File: config.mk
export PLATFORM = sky130hd
export DESIGN_NAME = auth_cmd_blk
export DESIGN_NICKNAME = d
export VERILOG_FILES = /design/src/rtl/segway_pkg.sv /design/src/rtl/auth_wdog.sv /design/src/rtl/auth_cmd_blk.sv
export SDC_FILE = /design/constraint.sdc
export NUM_CORES = 1
export LEC_CHECK = 0
export ABC_AREA = 1
export BUFFER_PORTS_ARGS = -buffer_cell sky130_fd_sc_hd__buf_2
export CAP_MARGIN = 25
export CORE_ASPECT_RATIO = 1.4
export CORE_MARGIN = 2
export CORE_UTILIZATION = 30
export CTS_CLUSTER_DIAMETER = 30
export DETAILED_ROUTE_END_ITERATION = 10
export SYNTH_ARGS = -nofsm -noshare
export SYNTH_HDL_FRONTEND = slang
export SYNTH_HIERARCHICAL = 1
export SYNTH_SLANG_ARGS = --single-unit
File: constraint.sdc
create_clock -name clk -period 2.4 [get_ports clk]
set_clock_uncertainty 0.2 [all_clocks]
set_input_delay 0.24 -clock clk [delete_from_list [all_inputs] [get_ports clk]]
set_output_delay 0.24 -clock clk [all_outputs]
set_load 0.02 [all_outputs]
File: src/rtl/segway_pkg.sv
// Shared command codes and authorisation states for the Segway command path.
// Pure declarations: no logic, no latency.
// No flow control here; consumers apply their own handshakes.
package segway_pkg;

    localparam logic [7:0] CMD_GO   = 8'h67;
    localparam logic [7:0] CMD_STOP = 8'h73;

    typedef enum logic [1:0] {
        OFF  = 2'd0,
        PWR1 = 2'd1,
        PWR2 = 2'd2
    } auth_state_t;

endpackage

File: src/rtl/auth_wdog.sv
// Heartbeat watchdog: counts clocks while running, restarted by each kick.
// expire is a combinational compare on the registered count (0-cycle decode).
// No backpressure; the counter clears itself at expiry so it can never wrap.
module auth_wdog #(
    parameter int TIMEOUT_CYC = 50_000_000
) (
    input  logic clk,
    input  logic rst_n,
    input  logic run,
    input  logic kick,
    output logic expire
);

    localparam int CNT_W = $clog2(TIMEOUT_CYC);
    localparam logic [CNT_W-1:0] LAST_CNT = CNT_W'(TIMEOUT_CYC - 1);

    logic [CNT_W-1:0] r_wd_cnt;

    assign expire = run & (r_wd_cnt == LAST_CNT);

    // Count while running; hold at zero when idle, on a kick, or at the terminal count.
    always_ff @(posedge clk or negedge rst_n) begin
        if (!rst_n) begin
            r_wd_cnt <= '0;
        end else if (!run || kick || expire) begin
            r_wd_cnt <= '0;
        end else begin
            r_wd_cnt <= r_wd_cnt + CNT_W'(1);
        end
    end

endmodule

File: src/rtl/auth_cmd_blk.sv
// Consumes UART bytes once, decodes go/stop, and authorises balancing via pwr_up.
// Latency: byte acceptance to clr_rdy / pwr_up / bad_cmd is 1 clock.
// Backpressure: none; a byte is taken the first cycle rdy is seen, clr_rdy acks it.
module auth_cmd_blk
    import segway_pkg::*;
#(
    parameter int TIMEOUT_CYC = 50_000_000
) (
    input  logic       clk,
    input  logic       rst_n,
    input  logic       rdy,
    input  logic [7:0] cmd,
    input  logic       rider_off,
    output logic       clr_rdy,
    output logic       pwr_up,
    output logic       bad_cmd,
    output logic       hb_timeout
);

    auth_state_t r_state;
    auth_state_t w_nxt_state;
    logic        r_clr_rdy;
    logic        r_pwr_up;
    logic        r_bad_cmd;
    logic        r_hb_timeout;

    logic w_byte_acc;
    logic w_go;
    logic w_stop;
    logic w_wd_expire;
    logic w_tmo;

    // rdy stays high during the ack cycle, so masking with clr_rdy keeps it single-shot.
    assign w_byte_acc = rdy & ~r_clr_rdy;
    assign w_go       = w_byte_acc & (cmd == CMD_GO);
    assign w_stop     = w_byte_acc & (cmd == CMD_STOP);

    // A real byte in the expiry cycle takes precedence over the timeout.
    assign w_tmo = w_wd_expire & ~w_go & ~w_stop;

    auth_wdog #(
        .TIMEOUT_CYC(TIMEOUT_CYC)
    ) u_wdog (
        .clk   (clk),
        .rst_n (rst_n),
        .run   (r_state == PWR1),
        .kick  (w_go),
        .expire(w_wd_expire)
    );

    // Next-state decode; a watchdog timeout in PWR1 behaves exactly like a stop.
    always_comb begin
        w_nxt_state = r_state;
        case (r_state)
            OFF: begin
                if (w_go) w_nxt_state = PWR1;
            end
            PWR1: begin
                if (w_stop || w_tmo) w_nxt_state = rider_off ? OFF : PWR2;
            end
            PWR2: begin
                if (w_go)           w_nxt_state = PWR1;
                else if (rider_off) w_nxt_state = OFF;
            end
            default: w_nxt_state = OFF;
        endcase
    end

    // Byte handshake: ack and bad-byte flag, both one-cycle pulses.
    always_ff @(posedge clk or negedge rst_n) begin
        if (!rst_n) begin
            r_clr_rdy <= 1'b0;
            r_bad_cmd <= 1'b0;
        end else begin
            r_clr_rdy <= w_byte_acc;
            r_bad_cmd <= w_byte_acc & ~w_go & ~w_stop;
        end
    end

    // Authorisation FSM with registered outputs loaded on the state edge.
    always_ff @(posedge clk or negedge rst_n) begin
        if (!rst_n) begin
            r_state      <= OFF;
            r_pwr_up     <= 1'b0;
            r_hb_timeout <= 1'b0;
        end else begin
            r_state      <= w_nxt_state;
            r_pwr_up     <= (w_nxt_state != OFF);
            r_hb_timeout <= w_tmo;
        end
    end

    assign clr_rdy    = r_clr_rdy;
    assign pwr_up     = r_pwr_up;
    assign bad_cmd    = r_bad_cmd;
    assign hb_timeout = r_hb_timeout;

endmodule

# ---- Yosys cells after proc, flatten, opt, wreduce, memory -nomap -nowiden
# Cells that the tools add are included.
dict set report totals {
  ff_bits 32
  in_bits 12
  output_inout_bits 4
  wordCells 36
}
dict set report classes {
  addsub 1
  n_eq_ne 5
  n_mux 7
  n_bitwise 11
  n_reduce_logical 6
}
# op count
set op_table {}
lappend op_table {{adder 26 x 1 -> 26 bit, second input constant} 1}
lappend op_table {{equality test 26 bit, second input constant} 1}
lappend op_table {{2-to-1 mux 26 bit} 1}
lappend op_table {{equality test 8 x 7 -> 1 bit, second input constant} 2}
lappend op_table {{2-to-1 mux 2 bit} 5}
lappend op_table {{AND 1 bit} 8}
lappend op_table {{case mux 2 bit (3 select lines)} 1}
lappend op_table {{logical OR 1 bit} 3}
lappend op_table {{inverter 1 bit} 3}
lappend op_table {{equality test 2 x 1 -> 1 bit, second input constant} 1}
lappend op_table {{equality test 2 bit, second input constant} 1}
lappend op_table {{zero test 2 bit} 1}
lappend op_table {{nonzero test 2 bit} 1}
lappend op_table {{zero test 1 bit} 1}

# ---- Depth between registers and ports, before layout
dict set report depth {
  ltp_word 10
  depth_mapped 12
  depth_no_buf 12
}

# ---- Cells and area by module
# The synthesis kept the hierarchy.
# mod n_inst cells_each area_per_inst_um2
set modules_own_cells {}
lappend modules_own_cells {auth_wdog 1 246 1650.3}
lappend modules_own_cells {auth_cmd_blk 1 42 324.1}

# ---- Least setup slack after synthesis
# No wires, ideal clock.
dict set report synth_path {
  kind {register to register}
  start {reg u_wdog.r_wd_cnt[0]}
  end {reg u_wdog.r_wd_cnt[0]}
  setup_ns 0.122
  t_arrival_ns 1.347
  required_time_ns 2.078
  slack_ns 0.730
  stages_incl_launch_ff 10
  path_buffers 1
  path_cell_list {dfrtp_1 -> ha_1 -> inv_1 -> nor2_4 -> nand2_1 -> nor2_1 -> nand2_1 -> nand2_4 -> buf_6 -> nor2_1}
}
dict set report synth_via {
  elab_chain_len 4
}
# item line
set synth_rtl {}
lappend synth_rtl {{start, declared} auth_wdog.sv:17} ;# logic [CNT_W-1:0] r_wd_cnt;
lappend synth_rtl {{start signal, assigned} auth_wdog.sv:28} ;# r_wd_cnt <= r_wd_cnt + CNT_W'(1);
lappend synth_rtl {{parallel branches: the longest is 3 deep, another holds adder 26 x 1 -> 26 bit} -}
lappend synth_rtl {{2-to-1 mux 26 bit (*)} auth_wdog.sv:25} ;# end else if (!run || kick || expire) begin
# Every way passes the cells marked *.

# ---- Final worst setup path
dict set report layout_path {
  start {reg u_wdog.r_wd_cnt[0]}
  end {reg u_wdog.r_wd_cnt[24]}
}
# Same word-level chain as after synthesis.

==> results.tsv <==
metric	value	unit
status	finished, final reports clean	
Setup crit end	u_wdog/r_wd_cnt[24]	
CP Class	flip-flop to flip-flop	
Clock Path Buffers	2	
Distinct cells, synth	22	
Final Max Slew Viols	0	
ys flop type	dfrtp_1	
CTS Buf Count	5	
total grt overflow	0	
drt pass-1 iters	4	
# Max-Cap Violations	0	
Worst R2R End	u_wdog/r_wd_cnt[24]	
CTS tree	built	
most frequent cell after synthesis	nand2_1	
worst reg2reg setup slack	0.51	ns
Final setup violation count	0	
Die Span X	72.6	um
DR vias/cell	4.58	
clk sinks	32	
Leak	0.942	nW
WHS Path Cells	4	
CORE AREA	6480	um^2
Max Fclk	529	MHz
DRC Markers	0	
pin count of the biggest net entering global routing	33	
Worst setup SP type	flip-flop	
Worst-Skew Late Latency	0.29	ns
Avg Cell Area, Syn	6.86	um^2
Post-Syn Instances	288	
worst-path maximum fanout	26	
Tcrit/Tclk final	78.8	%
ports placed on the boundary	16	
remaining antenna violation count after routing	0	
ant diodes	0	
Final GP Congestion	0.874	
Commonest cells post-synth	nand2_1 (90), nor2_1 (67), inv_1 (33)	
Fin Hold WS	0.0225	ns
number of synthesized register bits	32	
Gates resized, CTS repair	0	
WL/cell	11.5	um
Root Driver	clkbuf_8	
DP HPWL	3.37	mm
Slew headroom	52.0	%
Crit. Startpoint	u_wdog/r_wd_cnt[0]	
worst hold path class	primary input to flip-flop	
clock slew at reported path FFs	0.07	ns
# fillers	697	
All-Layer GR Usage	13.9	%
Total Negative Setup Slacks	0	ns
setup repair bufs after CTS	0	
post-route insts no fill	385	
Tmin final	1.89	ns
total power per unit cell area	519	nW/um^2
R2R Path Start	u_wdog/r_wd_cnt[0]	
worst r2r path cells	8	
routed wire length	4.42	mm
unrepaired setup endpoints after global routing	false	
routed vias	1763	
final hold vios	0	
Area contributors post-synth	dfrtp_1 (41%), nand2_1 (17%), nor2_1 (13%)	
Worst EP required	2.35	ns
area taken by multi-input logic gates	1020	um^2
Core Rows	35	
area share of the largest cell type after synthesis	40.6	%
Buffers on Ports	15	
Final Net Count	323	
post-synthesis sequential area ratio	40.6	%
Arr. time, crit path	1.84	ns
Initial Util	30.5	%
placed cells	375	
peak supply drop	0.314	mV
area grow syn2layout	14.8	%
Ys Warns	6	
Post-synth EDFFs	0	
H-tree level count	2	
worst-margin pin slew	0.720	ns
first-pass GRT wire length	7.96	mm
vias in the first global route	1777	
layout cells sized above 1	14.5	%
die footprint	7260	um^2
CP Capture Type	flip-flop	
flip-flop and latch area	801	um^2
initial antenna violation count	0	
Syn Nets	301	
initial DRC count	90	
Chip Height	100	um
Async S/R FF share, synth	100	%
Synth Cell Area	1970	um^2
area leader, netlist	dfrtp_1	
[flip-flops by register name, indices dropped and copies added, names as in the netlist]
| signal | flops |
|---|---|
| bad_cmd | 1 |
| r_state | 2 |
| pwr_up | 1 |
| u_wdog/r_wd_cnt | 26 |
| clr_rdy | 1 |
| hb_timeout | 1 |
[worst min-delay path by stage]
stage	start	end	slack (ns)
finish	rider_off	r_state[1]	0.02
global placement	rst_n	u_wdog/r_wd_cnt[2]	0.13
CTS	rider_off	r_state[1]	0.01
global route	rider_off	r_state[1]	0.04
floorplan	rst_n	bad_cmd	-0.26
detailed placement	rst_n	u_wdog/r_wd_cnt[21]	0.14
[cells in the final DEF (no fill, tap or decap), drive strengths merged, types with 2 or more instances in the layout]
cell type	count
dfrtp	32
clkbuf	7
nand3	18
nor3	4
dlygate4sd3	2
nand2	97
xnor2	4
nor2	79
o21bai	2
buf	15
inv	35
xor2	9
[power breakdown]
part	switching, mW	internal [mW]
Clock	0.203	0.366
Sequential	0.00378	0.545
Combinational	0.0395	0.0182
Total	0.246	0.929
[worst max-delay path, cell delays in order (launching register included)]
cell     delay, ns
dfrtp_1       0.42
ha_1          0.27
inv_1         0.10
nor2_4        0.18
nand2_1       0.07
nor2_1        0.10
nand2_1       0.09
nand2_4       0.25
nor2_1        0.09
[metal layers]
metal  up-vias  share of wire [%]  global-route usage, %
met5         -                  0                      0
met4         0                2.6                   6.98
met3         7                3.4                   2.51
met2        40                 53                   25.3
met1       807                 41                   15.1
li1        909                  -                      -
[through the flow]
| stage | worst slack [ns] | total power, mW | area (um^2) | utilization [%] |
|---|---|---|---|---|
| final | 0.509 | 1.18 | 2270 | 35.0 |
| after floorplan | 0.730 | 0.591 | 1970 | - |
| after detailed placement | 0.499 | 0.616 | 2120 | 32.7 |
| after CTS | 0.496 | 1.20 | 2270 | 35.0 |
| after global placement | 0.547 | 0.614 | 2120 | 32.7 |
| after global routing | 0.316 | 1.23 | 2270 | 35.0 |
[area by class of cell]
type / instances / share of cell area [%]
Multi-Input combinational cell: 219 / 45.0
Sequential cell: 32 / 35.3
Inverter: 35 / 5.80
Clock buffer: 7 / 4.25
Timing Repair Buffer: 17 / 4.20
Tap cell: 74 / 4.09
Clock inverter: 1 / 1.33
[timing repair]
action | CTS | global route
endpoints found under the setup margin | 0 | 0
hold buffers | 2 | 0
endpoints found under the hold margin | 33 | 0
[kinds of logic after synthesis]
family / synth area share [%]
AO/OA/AOI/OAI: 1.65
XOR/XNOR: 5.77
adder cells (fa/ha/maj): 0.634
buffers and inverters: 7.79
flip-flops: 40.6
AND/OR/NAND/NOR: 43.6
No activity file was read; power rests on OpenSTA's default activity.
